===== config.mk =====
export PLATFORM = sky130hd
export DESIGN_NAME = fpmul_norm_round
export DESIGN_NICKNAME = d
export VERILOG_FILES = /design/src/rtl/fpmul_pkg.sv /design/src/rtl/fpmul_round_rne.sv /design/src/rtl/fpmul_norm_round.sv
export SDC_FILE = /design/constraint.sdc
export NUM_CORES = 1
export LEC_CHECK = 0
export ABC_AREA = 1
export CAP_MARGIN = 20
export CORE_MARGIN = 8
export CORE_UTILIZATION = 40
export CTS_CLUSTER_SIZE = 30
export DETAILED_ROUTE_END_ITERATION = 6
export HOLD_SLACK_MARGIN = 0.06
export PLACE_DENSITY = 0.67
export SYNTH_ARGS = -nofsm -noshare
export SYNTH_HDL_FRONTEND = slang
export SYNTH_SLANG_ARGS = --single-unit

===== constraint.sdc =====
create_clock -name clk -period 2.88 [get_ports clk]
set_input_delay 0.576 -clock clk [delete_from_list [all_inputs] [get_ports clk]]
set_output_delay 0.576 -clock clk [all_outputs]
set_load 0.05 [all_outputs]

===== src/rtl/fpmul_pkg.sv =====
// Shared types and constants for the binary32 multiplier normalize/round stage.
package fpmul_pkg;

  localparam int          BIAS    = 127;
  localparam int          EXP_W   = 10;
  localparam int          EXP_MAX = 255;
  localparam logic [31:0] QNAN    = 32'h7FC00000;

  typedef enum logic [1:0] {
    FP_NORMAL = 2'b00,
    FP_ZERO   = 2'b01,
    FP_INF    = 2'b10,
    FP_NAN    = 2'b11
  } fp_special_e;

  // Stage 1 register: normalized fields waiting for rounding.
  typedef struct packed {
    logic                sign;
    logic [EXP_W:0]      exp;
    logic [22:0]         mant;
    logic                guard;
    logic                sticky;
    fp_special_e         special;
  } s1_reg_t;

endpackage


===== src/rtl/fpmul_round_rne.sv =====
// Round-to-nearest-even on a normalized 23-bit fraction, with exponent bump on carry.
module fpmul_round_rne
  import fpmul_pkg::*;
(
  input  logic [22:0]    i_mant,
  input  logic           i_guard,
  input  logic           i_sticky,
  input  logic [EXP_W:0] i_exp,
  output logic [22:0]    o_mant,
  output logic [EXP_W:0] o_exp,
  output logic           o_inexact
);

  logic        w_round_up;
  logic [23:0] w_sum;

  assign w_round_up = i_guard & (i_sticky | i_mant[0]);
  assign w_sum      = {1'b0, i_mant} + {23'b0, w_round_up};
  assign o_inexact  = i_guard | i_sticky;

  // A carry out means 1.11..1 rounded up to 10.00..0: renormalize by bumping the exponent.
  always_comb begin
    o_mant = w_sum[22:0];
    o_exp  = i_exp;
    if (w_sum[23]) begin
      o_mant = '0;
      o_exp  = i_exp + (EXP_W+1)'(1);
    end
  end

endmodule


===== src/rtl/fpmul_norm_round.sv =====
// Two-stage valid/ready normalize + RNE round/pack stage of the binary32 multiplier.
// Optional feature macro: FPMUL_FLAGS_EN builds the {overflow, underflow, inexact} flags;
// without it out_flags is tied to zero and results are unchanged.
module fpmul_norm_round
  import fpmul_pkg::*;
(
  input  logic             clk,
  input  logic             rst,
  input  logic             in_valid,
  output logic             in_ready,
  input  logic [47:0]      in_prod,
  input  logic             in_sign,
  input  logic [EXP_W-1:0] in_exp,
  input  logic [1:0]       in_special,
  output logic             out_valid,
  input  logic             out_ready,
  output logic [31:0]      out_result,
  output logic [2:0]       out_flags
);

  localparam logic signed [EXP_W:0] EXP_MAX_S = (EXP_W+1)'(EXP_MAX);

  logic           r_s1_valid;
  s1_reg_t        r_s1;
  logic           r_s2_valid;
  logic [31:0]    r_result;

  s1_reg_t        w_s1_next;
  logic           w_s1_load;
  logic           w_s2_load;
  logic [22:0]    w_rnd_mant;
  logic [EXP_W:0] w_rnd_exp;
  logic           w_inexact;
  logic           w_ovf;
  logic           w_unf;
  logic [31:0]    w_result;

  assign w_s2_load = !r_s2_valid | out_ready;
  assign w_s1_load = !r_s1_valid | w_s2_load;
  assign in_ready  = w_s1_load;
  assign out_valid = r_s2_valid;
  assign out_result = r_result;

  // Normalize: pick the mantissa window by the product's leading bit.
  always_comb begin
    w_s1_next         = '0;
    w_s1_next.sign    = in_sign;
    w_s1_next.special = fp_special_e'(in_special);
    if (in_prod[47]) begin
      w_s1_next.mant   = in_prod[46:24];
      w_s1_next.guard  = in_prod[23];
      w_s1_next.sticky = |in_prod[22:0];
      w_s1_next.exp    = {in_exp[EXP_W-1], in_exp} + (EXP_W+1)'(1);
    end else begin
      w_s1_next.mant   = in_prod[45:23];
      w_s1_next.guard  = in_prod[22];
      w_s1_next.sticky = |in_prod[21:0];
      w_s1_next.exp    = {in_exp[EXP_W-1], in_exp};
    end
  end

  // Stage 1 register: holds while stage 2 is stalled and full.
  always_ff @(posedge clk) begin
    if (rst) begin
      r_s1_valid <= 1'b0;
      r_s1       <= '0;
    end else if (w_s1_load) begin
      r_s1_valid <= in_valid;
      if (in_valid) r_s1 <= w_s1_next;
    end
  end

  fpmul_round_rne u_round (
    .i_mant    (r_s1.mant),
    .i_guard   (r_s1.guard),
    .i_sticky  (r_s1.sticky),
    .i_exp     (r_s1.exp),
    .o_mant    (w_rnd_mant),
    .o_exp     (w_rnd_exp),
    .o_inexact (w_inexact)
  );

  assign w_ovf = $signed(w_rnd_exp) >= EXP_MAX_S;
  assign w_unf = w_rnd_exp[EXP_W] | (w_rnd_exp == '0);

  // Pack: specials bypass arithmetic; out-of-range saturates to inf or flushes to zero.
  always_comb begin
    w_result = '0;
    unique case (r_s1.special)
      FP_ZERO: w_result = {r_s1.sign, 31'b0};
      FP_INF:  w_result = {r_s1.sign, 8'hFF, 23'b0};
      FP_NAN:  w_result = QNAN;
      default: begin
        if (w_ovf)      w_result = {r_s1.sign, 8'hFF, 23'b0};
        else if (w_unf) w_result = {r_s1.sign, 31'b0};
        else            w_result = {r_s1.sign, w_rnd_exp[7:0], w_rnd_mant};
      end
    endcase
  end

  // Stage 2 register: result is frozen while the output is stalled.
  always_ff @(posedge clk) begin
    if (rst) begin
      r_s2_valid <= 1'b0;
      r_result   <= '0;
    end else if (w_s2_load) begin
      r_s2_valid <= r_s1_valid;
      if (r_s1_valid) r_result <= w_result;
    end
  end

`ifdef FPMUL_FLAGS_EN
  logic [2:0] w_flags;
  logic [2:0] r_flags;

  // Flags follow the same priority as the result mux; specials raise nothing.
  always_comb begin
    w_flags = 3'b000;
    if (r_s1.special == FP_NORMAL) begin
      if (w_ovf)      w_flags = 3'b101;
      else if (w_unf) w_flags = 3'b011;
      else            w_flags = {2'b00, w_inexact};
    end
  end

  // Flags register alongside the result.
  always_ff @(posedge clk) begin
    if (rst) begin
      r_flags <= '0;
    end else if (w_s2_load && r_s1_valid) begin
      r_flags <= w_flags;
    end
  end

  assign out_flags = r_flags;
`else
  logic w_unused_inexact;
  assign w_unused_inexact = w_inexact;
  assign out_flags        = 3'b000;
`endif

endmodule

==> results.md, run 1 <==
Outcome:
- The flow ran to the end, and the final reports show no timing, DRC or antenna violations.

Timing:
- Hold is met by 0.4621 ns.
- Setup repair after global routing left no endpoint under its margin.
- The final critical path takes up between 90% and 100% of the cycle.
- The timing-limited maximum frequency is approximately 0.39 GHz.
- The transition time at the pin with the least slew margin is 0.6943 ns.
- In this run the tightest slew margin relative to its limit is between 50 and 60%.
- The count of endpoints failing hold in the final timing report was 0.
- The total of endpoints with negative setup slack in the final report is 0.
- For the finished layout, the period the worst path requires is between 2 and 3 ns.
- In the final timing run, aggregate negative setup slack is 0 ns.
- The max-slew violation total from the final report is 0.
- The clock skew after layout is between 0.015 and 0.02 ns.
- Across all setup checks in the final design, the least slack found is approximately 0.28 ns.

Floorplanning:
- The starting utilization of the core area is roughly two fifths.
- From left edge to right edge, the die measures between 100 and 150 um.
- The area enclosed by the die boundary is 0.01417 mm^2.
- The total I/O pin count is between 100 and 150.
- The number of rows in the core area is 37.
- In this run the standard cell core region covers approximately 0.010 mm^2.
- The die span in y is about 120 um.

Critical path:
- The endpoint kind of the worst setup timing path is a flip-flop.
- The endpoint identified for the worst register-to-register timing path is out_result[4]$_SDFFE_PP0P_.
- The number of cells on the worst reg-to-reg path is 16.
- The family of cells with the greatest summed delay on the critical path is simple AND/OR/NAND/NOR gates.
- STA classifies the critical path startpoint as a flip-flop.
- On the critical path, the stage with the largest delay is an instance of sky130_fd_sc_hd__dfxtp_1.
- By startpoint and endpoint, the worst setup path is classified as reg -> reg.
- The sum of buffers and inverters on the critical path is 3.
- The critical path goes through o21a_1, ha_1, inv_1, nor2_2, nand2_2, nor2_2, nand3_2, nor2_1, nand3_1, xor2_1, buf_4, nand3_4, nor2_8, buf_12, nand2_1, a21oi_1.
- The setup slack on the worst flop-to-flop path is ~0.28 ns.
- The required time of the worst setup path is around 3.2 ns.
- The top fanout value on the critical path is 14.
- The launch instance of the worst register-to-register path is r_s1[4]$_SDFFE_PP0P_.
- The arrival time at the worst endpoint is ~2.9 ns.
- By instance count, the cell type seen most on the critical path is sky130_fd_sc_hd__nor2_2.
- In this design, the stage delay of the slowest critical-path cell is between 0.3 and 0.4 ns.

Routing:
- The pre-antenna-repair detailed-routing pass consisted of 5 iterations.
- Once detail routing completed, the nets flagged for antenna violations numbered 0.
- The detailed-route wire length per cell is between 10 and 15 um.
- After detailed routing, the number of vias per cell comes to around 5.
- Detailed routing inserted a total of approximately 4300 vias.
- The number of design rule violations left after detail routing is 0.
- After detailed routing, the total wire length is roughly 12 mm.
- The DRC violation total after the first TritonRoute iteration is around 320.

Yosys:
- The post-synthesis async set-or-reset flop share is 0%.
- The area of the mapped netlist is ~0.0042 mm^2.
- The number of instances in the synthesized netlist is 629.
- The largest total area in the synthesized netlist belongs to sky130_fd_sc_hd__dfxtp_1.
- The distinct cell type count after synthesis is 40.
- The most frequent cell after synthesis is sky130_fd_sc_hd__nand2_1.
- The commonest cells after synthesis are sky130_fd_sc_hd__nand2_1 (186), sky130_fd_sc_hd__dfxtp_1 (73), sky130_fd_sc_hd__o21ai_0 (50).
- The number of flops mapped to enable cells by yosys is 0.
- For this run, the register share of the synthesized area comes to between 30 and 40%.
- The flip-flop and latch count after synthesis is 73.
- The synthesized area per cell is a little under 7 um^2.
- Sorting the synthesized cells by area gives the leading types as sky130_fd_sc_hd__dfxtp_1 (34%), sky130_fd_sc_hd__nand2_1 (16%), sky130_fd_sc_hd__o21ai_0 (5.9%).
- The most common flop cell mapped by yosys is sky130_fd_sc_hd__dfxtp_1.
- The number of synthesis warnings is 0.
- The share of the synthesized area in the top cell type is 34.41%.

Global routing:
- Global routing used 16.89% of the available tracks.
- The first global-routing pass estimated between 20 and 25 mm of wire.
- The number of global-route vias before repair is about 4200.
- Summed over all layers, the global routing overflow is 0.
- The number of antenna violations at the first check in global routing is 0.
- Entering global routing, the biggest net connects between 40 and 50 pins.

Layout:
- After routing the design area is approximately 0.0056 mm^2.
- The antenna diode count is 0.
- The area overhead of the layout relative to synthesis is 32.26%.
- The filler cell count is between 1000 and 1500.
- Cells with a size suffix above 1 make up a little over 10% of the layout.
- The number of nets in the final layout is around 800.

CTS:
- The H-tree level count is 3.
- Counting along the longest clock path gives a buffer depth of 2.
- CTS saw 73 sinks.
- Buffers inserted during clock tree synthesis total 9.
- The cell sitting at the root of the clock tree is a sky130_fd_sc_hd__clkbuf_8.
- The clock insertion delay at the later pin of the skew report is around 0.35 ns.
- TritonCTS built the clock tree.
- The clock-pin slew of the registers on the worst-case setup and hold paths is roughly 0.09 ns.

Place:
- The worst setup slack after placement is approximately 0.24 ns.
- The routability-driven placement congestion ratio is 0.8839.
- In this run the tool buffered the top-level ports with 98 buffer cells.
- Once placement finished, the instance area stood at around 0.0054 mm^2.
- The half-perimeter wire length after placement is approximately 9.3 mm.

Power:
- The ratio of total power to cell area is 456.1 mW/mm^2.
- In this run the static leakage power is ~0.0023 uW.
- Overall power consumption after layout is estimated at approximately 2600 uW.
- The worst ir drop on vdd is between 200 and 300 uV.

Min path:
- The classification of the worst-slack hold path is reg -> reg.
- The hold-critical path endpoint is out_result[12]$_SDFFE_PP0P_.
- The worst hold path passes through 2 cells.
- In this run the most critical hold path is launched from out_result[12]$_SDFFE_PP0P_.

Run:
- Max-cap violations in this run came to 0.
==> worst max path at each step <==
stage / startpoint / endpoint / slack [ns] / depth (start not counted)
after floorplan: r_s1[4]$_SDFFE_PP0P_ / out_result[24]$_SDFFE_PP0P_ / 0.59 / 16
after global placement: in_prod[47] / r_s1[35]$_SDFFE_PP0P_ / 0.33 / 9
after detailed placement: r_s1[4]$_SDFFE_PP0P_ / out_result[4]$_SDFFE_PP0P_ / 0.24 / 15
after CTS: r_s1[4]$_SDFFE_PP0P_ / out_result[1]$_SDFFE_PP0P_ / 0.23 / 15
after global routing: r_s1[4]$_SDFFE_PP0P_ / out_result[5]$_SDFFE_PP0P_ / 0.01 / 16
final: r_s1[4]$_SDFFE_PP0P_ / out_result[4]$_SDFFE_PP0P_ / 0.28 / 16
==> what timing repair did <==
item	in CTS	in global routing
buffers inserted	0	2
hold buffers	0	0
setup endpoints to repair	0	11
gates resized for setup	0	0
==> per-stage QoR <==
stage,std cells,utilization (%)
final,867,54.41
after CTS,865,54.02
after floorplan,631,-
after global placement,849,51.82
after global routing,867,54.41
after detailed placement,849,51.82
==> power breakdown <==
part / internal (uW) / leakage [uW] / switching [uW] / total (uW)
clock network: 499 / 0.000116 / 423 / 922
logic: 218 / 0.00161 / 296 / 513
registers: 1070 / 0.000600 / 59.5 / 1130
==> logic make-up after synthesis <==
kind of cell	synth area share, %
adder cells (fa/ha/maj)	1.179
other	0.08831
flip-flops	34.41
AO/OA/AOI/OAI	17.65
buffers and inverters	8.220
XOR/XNOR	4.950
AND/OR/NAND/NOR	33.50
==> placed cells by master (no fill, tap or decap), types with 3 or more instances in the layout <==
cell type | synthesis | routed
sky130_fd_sc_hd__a211oi_1 | 3 | 3
sky130_fd_sc_hd__a21oi_1 | 36 | 36
sky130_fd_sc_hd__a21oi_2 | 10 | 10
sky130_fd_sc_hd__a31oi_1 | 26 | 26
sky130_fd_sc_hd__buf_4 | 3 | 15
sky130_fd_sc_hd__clkbuf_8 | 0 | 9
sky130_fd_sc_hd__clkdlybuf4s50_1 | 0 | 97
sky130_fd_sc_hd__conb_1 | 1 | 3
sky130_fd_sc_hd__dfxtp_1 | 73 | 73
sky130_fd_sc_hd__ha_1 | 4 | 4
sky130_fd_sc_hd__inv_1 | 49 | 49
sky130_fd_sc_hd__nand2_1 | 186 | 186
sky130_fd_sc_hd__nand2_2 | 17 | 17
sky130_fd_sc_hd__nand3_1 | 34 | 34
sky130_fd_sc_hd__nand4_1 | 7 | 7
sky130_fd_sc_hd__nor2_1 | 39 | 39
sky130_fd_sc_hd__nor2_2 | 4 | 4
sky130_fd_sc_hd__nor3_1 | 12 | 12
sky130_fd_sc_hd__nor4_1 | 5 | 5
sky130_fd_sc_hd__o21ai_0 | 50 | 50
sky130_fd_sc_hd__xnor2_1 | 8 | 8
sky130_fd_sc_hd__xor2_1 | 16 | 16
==> registers in the layout, summed over array words and instances (netlist names) <==
name	flops
out_valid	1
r_s1_valid	1
r_s1	39
out_result	32
==> routing by layer <==
layer	vias to the layer above	track usage [%]	wire length [um]
met5	-	0	0
met2	127	25.57	5023
met4	0	6.561	219
met1	1948	23.00	6038
met3	17	3.448	609
li1	2256	-	-
==> tightest hold or removal path, cell delays in order, from the launching register on <==
cell and delay, ns:
sky130_fd_sc_hd__dfxtp_1 0.31, sky130_fd_sc_hd__nand2_1 0.06, sky130_fd_sc_hd__a21oi_1 0.05
==> area by class of cell <==
| type | count | area (um^2) | share of cell area, % |
|---|---|---|---|
| timing repair buffer | 114 | 1124 | 20.00 |
| inverter | 51 | 191.4 | 3.408 |
| sequential | 73 | 1461 | 26.02 |
| clock buffer | 9 | 123.9 | 2.205 |
| clock inverter | 7 | 102.6 | 1.827 |
| tap | 136 | 170.2 | 3.030 |
| multi-input combinational | 477 | 2444 | 43.51 |
Power figures use the tool's default switching activity.
==> inputs of run 2 (changes only) <==
Settings changed: CORE_ASPECT_RATIO set to 1.75, CORE_MARGIN 8 to 5.
==> run 2 against run 1 <==
Sequential power about the same. Total power up 14%. Flip-flop and latch count unchanged. Clock power up 41%. Combinational power down 3%. Final cell count down 1.6%. Non-clock buffer count down 5. Die area down 9.3%. Clock skew down 0.0058 ns. Sequential share of layout area down 0.26 points. Global-route usage up 2.3 points. Critical endpoint is now out_result[28]$_SDFFE_PP0P_.
==> results.md, run 2 (synthesis gave the netlist of run 1 again) <==
Outcome:
- The run finished with clean final reports.

CTS:
- Clock latency on the worst-skew pair, taken at its later pin, is 0.34 ns.
- In this run the number of H-tree levels came out at 3.
- The root buffer cell chosen for the clock tree is sky130_fd_sc_hd__clkbuf_16.
- The clock net sink count is between 70 and 80.
- TritonCTS created 9 clock buffers.
- In this run, post-CTS repair resized a total of 0 instances.
- After clock tree synthesis, the setup repair step added 0 buffers.
- The clock-pin slew of the registers on the worst-case setup and hold paths is ~0.06 ns.
- TritonCTS built the clock tree.
- The number of hold buffers added after cts is 0.
- The longest clock path from root to sink contains 2 buffers.

Global routing:
- The number of antenna violations at the first check in global routing is 0.
- The number of global-route vias before repair came to 4331.
- The wire length of the first global-routing pass is between 15 and 20 mm.
- The total track usage is about a fifth.
- The overall overflow remaining after global route is 0.
- Entering global routing, the biggest net connects between 40 and 50 pins.

Critical path:
- For the worst setup path, the data required time is 3.14 ns.
- STA classifies the critical path startpoint as a flip-flop.
- On the critical path, the stage with the largest delay is an instance of sky130_fd_sc_hd__dfxtp_1.
- Among cell families on the critical path, the largest total delay comes from simple AND/OR/NAND/NOR gates.
- The signal on the critical path passes through o21a_1, ha_1, inv_1, nor2_2, nand2_2, nor2_2, nand3_2, nor2_1, nand3_1, xor2_1, buf_4, nand2_2, nand2_1, nand2_1, a21oi_1.
- The category of the most critical setup path is reg -> reg.
- Of all nets on the critical path, the largest fanout is 11.
- The endpoint kind of the worst setup timing path is a flip-flop.
- The highest cell delay on the worst timing path is ~0.35 ns.
- The arrival time at the worst endpoint is 2.88 ns.
- The sum of buffers and inverters on the critical path is 2.

Timing:
- The final critical path time including I/O delays and setup is approximately 2.6 ns.
- Setup repair after global routing left no endpoint under its margin.
- Setup total negative slack on the finished layout was measured at 0 ns.
- The clock skew after layout is 0.009618 ns.
- The max-slew violation total from the final report is 0.
- The count of endpoints failing hold in the final timing report is 0.
- Timing would allow up to about 0.38 GHz.
- At the pin with the least slew margin, the transition time is 0.5656 ns.
- In this run the tightest slew margin relative to its limit is slightly above 60%.
- The worst hold slack is 0.4668 ns.
- The post-route clock period utilization is 90.92%.
- Setup violations remaining at the end of the flow were counted as 0.

Layout:
- The top cell types in the final layout, fill and taps aside, are sky130_fd_sc_hd__nand2_1 (186), sky130_fd_sc_hd__clkdlybuf4s50_1 (97), sky130_fd_sc_hd__dfxtp_1 (73), sky130_fd_sc_hd__o21ai_0 (50), sky130_fd_sc_hd__inv_1 (49).
- The number of antenna diodes in the final layout is 0.
- The final layout contains about 800 nets.
- The most common cell after layout, fill and taps aside is sky130_fd_sc_hd__nand2_1.
- The count of placed standard cells in the final layout, fillers left out is around 850.
- The register with the most flip-flops in the layout has 39 of them.
- The register with the most flip-flops is r_s1.
- The area overhead of the layout relative to synthesis is 33.62%.
- In the final layout, the share of cells above drive strength 1 is under 10%.

Power:
- In this run switching power makes up a little over a quarter of total power.
- In this run, the clock network consumes between 40 and 50% of the power.
- The worst ir drop on vdd is 330.3 uV.
- The relative contribution of combinational cells to total power is between 15 and 20%.
- The share of total power dissipated in sequential elements is between 30% and 40%.
- The net switching power is between 700 and 800 uW.
- The ratio of total power to cell area is approximately 520 mW/mm^2.
- Internal power comes to around 2100 uW.
- The static leakage power is 0.002353 uW.

Routing:
- The number of detailed-route iterations in the first pass is 4.
- Summed over all layers, the routed wires come to around 12 mm.
- After detailed routing, the number of vias per cell comes to just over 5.
- For this block, the initial DRC count from the detailed router was roughly 140.
- After detailed routing, the average wire length per cell comes to around 14 um.
- In this run the remaining antenna-violating nets after routing total 0.
- In the routed design, unresolved DRC markers number 0.
- The routed layout has 4368 vias.

Place:
- The cell count after placement is between 800 and 900.
- The wire-length estimate of the detail-placed layout is 9.263 mm.
- The number of input and output port buffers inserted is 98.
- At the end of routability-driven placement, the weighted congestion stood at 0.8317.

Floorplanning:
- In this run the count of I/O pins placed on the die edge is 102.
- The number of rows in the core area is ~50.
- The die span in y is between 100 and 150 um.
- The die width is approximately 88 um.
- Once the floorplan was initialized, standard cells occupied about 41% of the core.
- The core region is between 0.01 and 0.015 mm^2.
- The area enclosed by the die boundary is around 0.013 mm^2.

Min path:
- The tightest min-delay check is of the reg -> reg type.

Run:
- The count of maximum capacitance violations is 0.
[run 2: final timing paths]
| check | end | start | cells after the start | slack [ns] |
|---|---|---|---|---|
| worst min register to register | out_result[0]$_SDFFE_PP0P_ | out_result[0]$_SDFFE_PP0P_ | 2 | 0.47 |
| worst max-delay path | out_result[28]$_SDFFE_PP0P_ | r_s1[4]$_SDFFE_PP0P_ | 15 | 0.26 |
| worst min-delay path | out_result[0]$_SDFFE_PP0P_ | out_result[0]$_SDFFE_PP0P_ | 2 | 0.47 |
| worst max register to register | out_result[28]$_SDFFE_PP0P_ | r_s1[4]$_SDFFE_PP0P_ | 15 | 0.26 |
[run 2: layer usage]
metal / up-vias / track usage, % / share of wire (%)
li1: 2253 / - / -
met1: 1993 / 20.74 / 38
met2: 97 / 36.03 / 55
met3: 25 / 2.142 / 3.5
met4: 0 / 8.449 / 2.9
met5: - / 0 / 0
[run 2: worst register-to-register path, stage by stage (launching register included)]
cell	delay [ns]
sky130_fd_sc_hd__dfxtp_1	0.35
sky130_fd_sc_hd__o21a_1	0.12
sky130_fd_sc_hd__ha_1	0.16
sky130_fd_sc_hd__inv_1	0.05
sky130_fd_sc_hd__nor2_2	0.18
sky130_fd_sc_hd__nand2_2	0.16
sky130_fd_sc_hd__nor2_2	0.22
sky130_fd_sc_hd__nand3_2	0.14
sky130_fd_sc_hd__nor2_1	0.11
sky130_fd_sc_hd__nand3_1	0.08
sky130_fd_sc_hd__xor2_1	0.28
sky130_fd_sc_hd__buf_4	0.23
sky130_fd_sc_hd__nand2_2	0.16
sky130_fd_sc_hd__nand2_1	0.10
sky130_fd_sc_hd__nand2_1	0.05
sky130_fd_sc_hd__a21oi_1	0.15
[run 2: power groups by stage]
| stage | Sequential, uW | Clock, uW | Combinational, uW |
|---|---|---|---|
| floorplan | 1190 | 0 | 262 |
| global route | 1130 | 1360 | 555 |
| global placement | 1150 | 0 | 495 |
| CTS | 1130 | 1320 | 504 |
| detailed placement | 1150 | 0 | 500 |
| finish | 1130 | 1300 | 499 |
[run 2: cell type report]
| cell class | instances | area (um^2) |
|---|---|---|
| clock buffer | 11 | 242.7 |
| clock inverter | 5 | 102.6 |
| fill | 1030 | 4687 |
| inverter | 51 | 191.4 |
| multi-input combinational | 477 | 2444 |
| sequential | 73 | 1461 |
| tap | 127 | 158.9 |
| timing repair buffer | 109 | 1074 |
[run 2: stage by stage]
stage               total power, uW  area [um^2]  setup slack [ns]  utilization (%)
floorplan                      1450         4254            0.5881                -
global placement               1641         5329            0.3422            51.43
detailed placement             1647         5329            0.2382            51.43
CTS                            2948         5674            0.2244            54.76
global route                   3051         5674          0.007981            54.76
finish                         2927         5674            0.2614            54.76
